$ cat src/rtl/sqrt_result_pack_if.sv
// Stream bundle between the FP16 sqrt iterator, the result packer and its consumer.
// master: the packer (drives in_ready and the output stream); slave: the environment.
interface sqrt_result_pack_if;
  logic        it_valid;
  logic        result;
  logic        sign_in;
  logic [6:0]  exp_in;
  logic [10:0] mant_in;
  logic        is_nan_in;
  logic        is_pinf_in;
  logic        is_ninf_in;
  logic        in_ready;
  logic        out_valid;
  logic        out_ready;
  logic [15:0] out_data;

  modport master (
    input  it_valid, result, sign_in, exp_in, mant_in,
    input  is_nan_in, is_pinf_in, is_ninf_in, out_ready,
    output in_ready, out_valid, out_data
  );

  modport slave (
    output it_valid, result, sign_in, exp_in, mant_in,
    output is_nan_in, is_pinf_in, is_ninf_in, out_ready,
    input  in_ready, out_valid, out_data
  );
endinterface

$ cat src/rtl/sqrt_result_pack.sv
// Packs finished FP16 sqrt results into binary16 words and queues them in a
// small FIFO toward a valid/ready consumer, with drop detection and a push counter.
module sqrt_result_pack #(
  parameter int DEPTH     = 2,
  parameter int CNT_WIDTH = 8
) (
  input  logic                 clk,
  input  logic                 rst,
  sqrt_result_pack_if.master   bus,
  output logic [CNT_WIDTH-1:0] result_count,
  output logic                 overflow
);

  localparam int PW = (DEPTH > 1) ? $clog2(DEPTH) : 1;
  localparam int OW = $clog2(DEPTH + 1);

  logic [15:0]   mem [DEPTH];
  logic [PW-1:0] wptr, rptr, rptr_nxt;
  logic [OW-1:0] occ, occ_nxt;
  logic [15:0]   out_data_q, head_nxt, packed_word;
  logic          out_valid_q, in_ready_q;
  logic          strobe, full, pop, push, drop;

  logic signed [6:0] exp_s;
  logic        [6:0] biased;

  // Binary16 packing; special flags take priority over the numeric fields.
  always_comb begin
    // NOTE: every always_comb output gets a default first so no path leaves it unassigned (no latch).
    packed_word = {bus.sign_in, 5'h00, bus.mant_in[9:0]};
    exp_s       = $signed(bus.exp_in);
    biased      = bus.exp_in + 7'd15;
    if (bus.is_nan_in || bus.is_ninf_in)
      packed_word = {bus.sign_in, 5'h1F, 10'h200};
    else if (bus.is_pinf_in)
      packed_word = 16'h7C00;
    else if (exp_s == -7'sd15 && bus.mant_in == 11'd0)
      packed_word = {bus.sign_in, 15'h0000};
    else if (exp_s > 7'sd15)
      packed_word = {bus.sign_in, 5'h1F, 10'h000};
    else if (exp_s <= -7'sd15)
      packed_word = {bus.sign_in, 5'h00, bus.mant_in[9:0]};
    else
      packed_word = {bus.sign_in, biased[4:0], bus.mant_in[9:0]};
  end

  always_comb begin
    strobe   = bus.it_valid & bus.result;
    full     = (occ == OW'(DEPTH));
    pop      = out_valid_q & bus.out_ready;
    push     = strobe & (~full | pop);
    drop     = strobe & full & ~pop;
    rptr_nxt = pop ? rptr + PW'(1) : rptr;
    occ_nxt  = occ;
    if (push && !pop)
      occ_nxt = occ + OW'(1);
    else if (pop && !push)
      occ_nxt = occ - OW'(1);
    // A word written this cycle into the slot that becomes head bypasses the array read.
    head_nxt = (push && wptr == rptr_nxt) ? packed_word : mem[rptr_nxt];
  end

  // NOTE: the storage array carries no reset; pointers and occupancy define which entries are live.
  always_ff @(posedge clk) begin
    if (push)
      mem[wptr] <= packed_word;
  end

  always_ff @(posedge clk) begin
    if (rst) begin
      wptr         <= '0;
      rptr         <= '0;
      occ          <= '0;
      out_data_q   <= 16'h0000;
      out_valid_q  <= 1'b0;
      in_ready_q   <= 1'b1;
      result_count <= '0;
      overflow     <= 1'b0;
    end else begin
      if (push) begin
        wptr         <= wptr + PW'(1);
        result_count <= result_count + CNT_WIDTH'(1);
      end
      rptr        <= rptr_nxt;
      occ         <= occ_nxt;
      out_valid_q <= (occ_nxt != '0);
      in_ready_q  <= (occ_nxt != OW'(DEPTH));
      // When the FIFO drains, out_data keeps the last word presented.
      if (occ_nxt != '0)
        out_data_q <= head_nxt;
      if (drop)
        overflow <= 1'b1;
    end
  end

  assign bus.out_data  = out_data_q;
  assign bus.out_valid = out_valid_q;
  assign bus.in_ready  = in_ready_q;

endmodule

$ cat src/flat_wrapper.sv
// flat-port wrapper written by rule: the top's interface ports become plain ports
module sqrt_result_pack_flat 
#(
  parameter int DEPTH     = 2,
  parameter int CNT_WIDTH = 8
)
  (clk, rst, result_count, overflow, bus_it_valid, bus_result, bus_sign_in, bus_exp_in, bus_mant_in, bus_is_nan_in, bus_is_pinf_in, bus_is_ninf_in, bus_out_ready, bus_in_ready, bus_out_valid, bus_out_data);
  sqrt_result_pack_if bus_i ();
  input  logic clk;
  input  logic rst;
  output logic [CNT_WIDTH-1:0] result_count;
  output logic overflow;
  input wire logic [$bits(bus_i.it_valid)-1:0] bus_it_valid;
  input wire logic [$bits(bus_i.result)-1:0] bus_result;
  input wire logic [$bits(bus_i.sign_in)-1:0] bus_sign_in;
  input wire logic [$bits(bus_i.exp_in)-1:0] bus_exp_in;
  input wire logic [$bits(bus_i.mant_in)-1:0] bus_mant_in;
  input wire logic [$bits(bus_i.is_nan_in)-1:0] bus_is_nan_in;
  input wire logic [$bits(bus_i.is_pinf_in)-1:0] bus_is_pinf_in;
  input wire logic [$bits(bus_i.is_ninf_in)-1:0] bus_is_ninf_in;
  input wire logic [$bits(bus_i.out_ready)-1:0] bus_out_ready;
  output wire logic [$bits(bus_i.in_ready)-1:0] bus_in_ready;
  output wire logic [$bits(bus_i.out_valid)-1:0] bus_out_valid;
  output wire logic [$bits(bus_i.out_data)-1:0] bus_out_data;
  assign bus_i.it_valid = bus_it_valid;
  assign bus_i.result = bus_result;
  assign bus_i.sign_in = bus_sign_in;
  assign bus_i.exp_in = bus_exp_in;
  assign bus_i.mant_in = bus_mant_in;
  assign bus_i.is_nan_in = bus_is_nan_in;
  assign bus_i.is_pinf_in = bus_is_pinf_in;
  assign bus_i.is_ninf_in = bus_is_ninf_in;
  assign bus_i.out_ready = bus_out_ready;
  assign bus_in_ready = bus_i.in_ready;
  assign bus_out_valid = bus_i.out_valid;
  assign bus_out_data = bus_i.out_data;
  sqrt_result_pack #(.DEPTH(DEPTH), .CNT_WIDTH(CNT_WIDTH)) u_core (.clk(clk), .rst(rst), .bus(bus_i), .result_count(result_count), .overflow(overflow));
endmodule
$ cat config.mk
export PLATFORM = sky130hd
export DESIGN_NAME = sqrt_result_pack_flat
export DESIGN_NICKNAME = d
export VERILOG_FILES = /design/src/rtl/sqrt_result_pack_if.sv /design/src/rtl/sqrt_result_pack.sv /design/src/flat_wrapper.sv
export SDC_FILE = /design/constraint.sdc
export NUM_CORES = 1
export LEC_CHECK = 0
export CAP_MARGIN = 20
export CORE_MARGIN = 2
export CORE_UTILIZATION = 35
export CTS_CLUSTER_SIZE = 16
export DETAILED_ROUTE_END_ITERATION = 10
export GPL_TIMING_DRIVEN = 0
export PLACE_DENSITY_LB_ADDON = 0.2
export SYNTH_ARGS = -nofsm -noshare
export SYNTH_HDL_FRONTEND = slang
export SYNTH_SLANG_ARGS = --single-unit
$ cat constraint.sdc
create_clock -name clk -period 2.4 [get_ports clk]
set_clock_uncertainty 0.05 [all_clocks]
set_input_delay 0.36 -clock clk [delete_from_list [all_inputs] [get_ports clk]]
set_output_delay 0.36 -clock clk [all_outputs]
set_load 0.05 [all_outputs]
==> results.ini <==
[status]
status=completed

[pwr]
p_leak_nw=1.41
pwr_density_cell_nw_per_um2=973
irDropWorstVdd_v=0.000501

[synth]
synth_top_cell_area_share_pct=33.0
synth-edff-count=32
syn_nets=289
postSynthCellCount=257
yosysSeqAreaShare_pct=54.3
syn_area_sq_um=2910
yosys.area.top_type=edfxtp_1
avgSynthCellArea_sq_um=11.3
async_flop_share_pct=0
yosysWarnings=0
ys_seq_elements=63
synth-main-ff-cell=edfxtp_1
ys_top_cells_by_area=edfxtp_1 33%, dfxtp_1 21%, mux2_2 3.5%
ys_types=51

[worst_hold_path]
min_to=u_core.bus.out_data[15]
min_from=u_core.bus.out_data[15]
hold_path_class=reg2reg
hold_depth=2

[placement]
post-place-ws_ps=-326
port_buffers=53
hpwl_mm=4.76
dpl_cell_area_sq_um=3580
gp_congestion=0.801

[worst_setup_path]
crit_arrival_ps=2300
rrSetupSlack_ps=190
r2r_start=u_core.occ[0]
crit_path_end_kind=flop
cp-start-kind=input port
required_ps=2420
criticalPathCategory=in2reg
reg2reg_depth=7
critPathMaxFanout=10
worstReg2RegEnd=u_core.bus.out_data[12]

[timing]
finalSetupTns_ps=0
hold_viol=0
tightestPinTransition_ps=631
slew_viol_final=0
slew-limit-headroom_pct=57.4
timing.final.crit_share_pct=94.6
finalSetupViolCount=0
rsz0062_at_grt=false
period_needed_ps=2270
setup_slack_ps=129
max_freq_mhz=440

[die]
fp-row-count=33
start_util_pct=35.8
die_x_um=95.2
core_area_sq_um=8130
die-area_sq_um=9070
io_pins=54
fp.dieH_um=95.2

[clock_network]
cts_made_buffers=9
cts_hold_buffers=0
clkSlewWorstSetupHoldPaths_ps=60
worstSkewPairLatency_ps=330
cts_root_buffer=clkbuf_8
cts_sinks=63
cts_max_level=3
cts_tree=yes
cts_max_path_buffers=2

[route]
wl_per_cell_um=15.8
vias=2183
dr.first_iter.drc_count=76
drtAntennaViolNets=0
vias_per_cell=5.02
firstDrtPassIters=4
drt_drc_violations_left=0
wl_mm=6.89

[grt]
grt_antenna_before_repair=0
track_usage_pct=16.4
grt_start_max_net_pins=17
grt_overflow=0
grt_first_pass_wirelength_mm=11.1
first_global_vias=2219

[layout]
insertedDiodeCount=0
design_area_sq_um=3830
fin_nets=357
syn_to_final_growth_pct=31.4
final_layout_size_suffix_gt1_share_pct=13.9

[run]
cap_viol_max_count=0

logic make-up (layout without fill, tap and decap cells):
logic type               Yosys count  in the layout  synth area share [%]
AO/OA/AOI/OAI                     41             41                  11.5
XOR/XNOR                          14             14                  4.94
adder cells (fa/ha/maj)            5              5                  2.15
buffers and inverters             28            101                  3.99
flip-flops                        63             63                  54.3
multiplexers                      18             18                  6.57
AND/OR/NAND/NOR                   88             88                  16.6
worst max-delay path by stage:
| stage | startpoint | to | slack, ps |
|---|---|---|---|
| finish | bus_exp_in[0] | u_core.mem[0][2] | 130 |
| global route | u_core.occ[0] | u_core.bus.out_data[0] | 20 |
| CTS | u_core.occ[0] | u_core.mem[0][14] | 2 |
| detailed placement | bus_out_ready | u_core.mem[0][12] | -330 |
| global placement | bus_out_ready | u_core.mem[0][11] | -330 |
| floorplan | u_core.bus.out_valid | u_core.mem[0][0] | 200 |
synthesized netlist by cell type (7+ instances only):
| master | number |
|---|---|
| nand2_1 | 16 |
| and2_1 | 8 |
| o221ai_1 | 7 |
| mux2_2 | 9 |
| edfxtp_1 | 32 |
| nor2_1 | 19 |
| nand3_1 | 12 |
| dfxtp_1 | 31 |
| o21ai_0 | 7 |
| inv_1 | 18 |
| mux2i_1 | 9 |
through the flow:
step / hold WS, ps / util [%] / power (mW) / instances
final: 411 / 47.1 / 3.73 / 435
after detailed placement: 412 / 44.0 / 2.84 / 415
after global routing: 446 / 47.1 / 3.92 / 435
after CTS: 422 / 46.5 / 3.72 / 434
after global placement: 400 / 44.0 / 2.83 / 415
after floorplan: 480 / - / 2.38 / 257
worst max-delay path, cell delays in order:
cell and delay (ps):
clkdlybuf4s50_1 530, ha_1 240, or3_1 390, o211a_1 310, clkbuf_2 240, and3_1 230
placed cells by master (no fill, tap or decap), types with 3 or more instances in the layout:
cell | synthesis | layout
a21oi_1 | 5 | 5
a32o_1 | 6 | 6
and2_1 | 8 | 7
and3_1 | 6 | 6
buf_2 | 3 | 3
buf_4 | 0 | 4
clkbuf_1 | 5 | 3
clkbuf_2 | 0 | 3
clkbuf_8 | 0 | 12
clkdlybuf4s50_1 | 0 | 53
dfxtp_1 | 31 | 31
edfxtp_1 | 32 | 32
ha_1 | 5 | 5
inv_1 | 18 | 18
mux2_2 | 9 | 9
mux2i_1 | 9 | 8
nand2_1 | 16 | 16
nand2b_1 | 4 | 3
nand3_1 | 12 | 12
nand3b_1 | 3 | 3
nand4_1 | 3 | 3
nor2_1 | 19 | 19
nor3_1 | 3 | 3
o211ai_1 | 3 | 3
o21ai_0 | 7 | 7
o221ai_1 | 7 | 6
xnor2_1 | 6 | 6
xor2_1 | 6 | 6
metal layers:
metal / wire, um / track usage [%] / vias up
met3: 266 / 2.85 / 8
met5: 0 / 0 / -
met2: 3270 / 26.2 / 47
li1: - / - / 1086
met4: 95 / 7.00 / 0
met1: 3250 / 21.9 / 1042
final cells by class:
type / count / area, sq um
Tap cell: 105 / 131
Buffer: 10 / 52.6
Clock inverter: 3 / 16.3
Clock buffer: 13 / 169
Fill cell: 769 / 4310
Sequential cell: 63 / 1580
Inverter: 18 / 67.6
Timing Repair Buffer: 57 / 561
Multi-Input combinational cell: 166 / 1250
power by group:
| group | switching (mW) | internal, mW |
|---|---|---|
| clock | 0.397 | 0.457 |
| combinational | 0.894 | 0.576 |
| sequential | 0.0978 | 1.30 |
| total | 1.39 | 2.34 |
state kept, by name, summed over array words and instances, names as in the netlist:
name / count
u_core.bus.out_data: 16
u_core.overflow: 1
u_core.rptr: 1
u_core.result_count: 8
u_core.mem: 32
u_core.bus.in_ready: 1
u_core.occ: 2
u_core.bus.out_valid: 1
u_core.wptr: 1
what timing repair did:
item                                    4_1_cts  5_1_grt
resized for setup                             0       13
endpoints found under the setup margin        9       64
setup buffers                                 3        1
pin swaps                                     1        1
No activity file was read; power rests on OpenSTA's default activity.
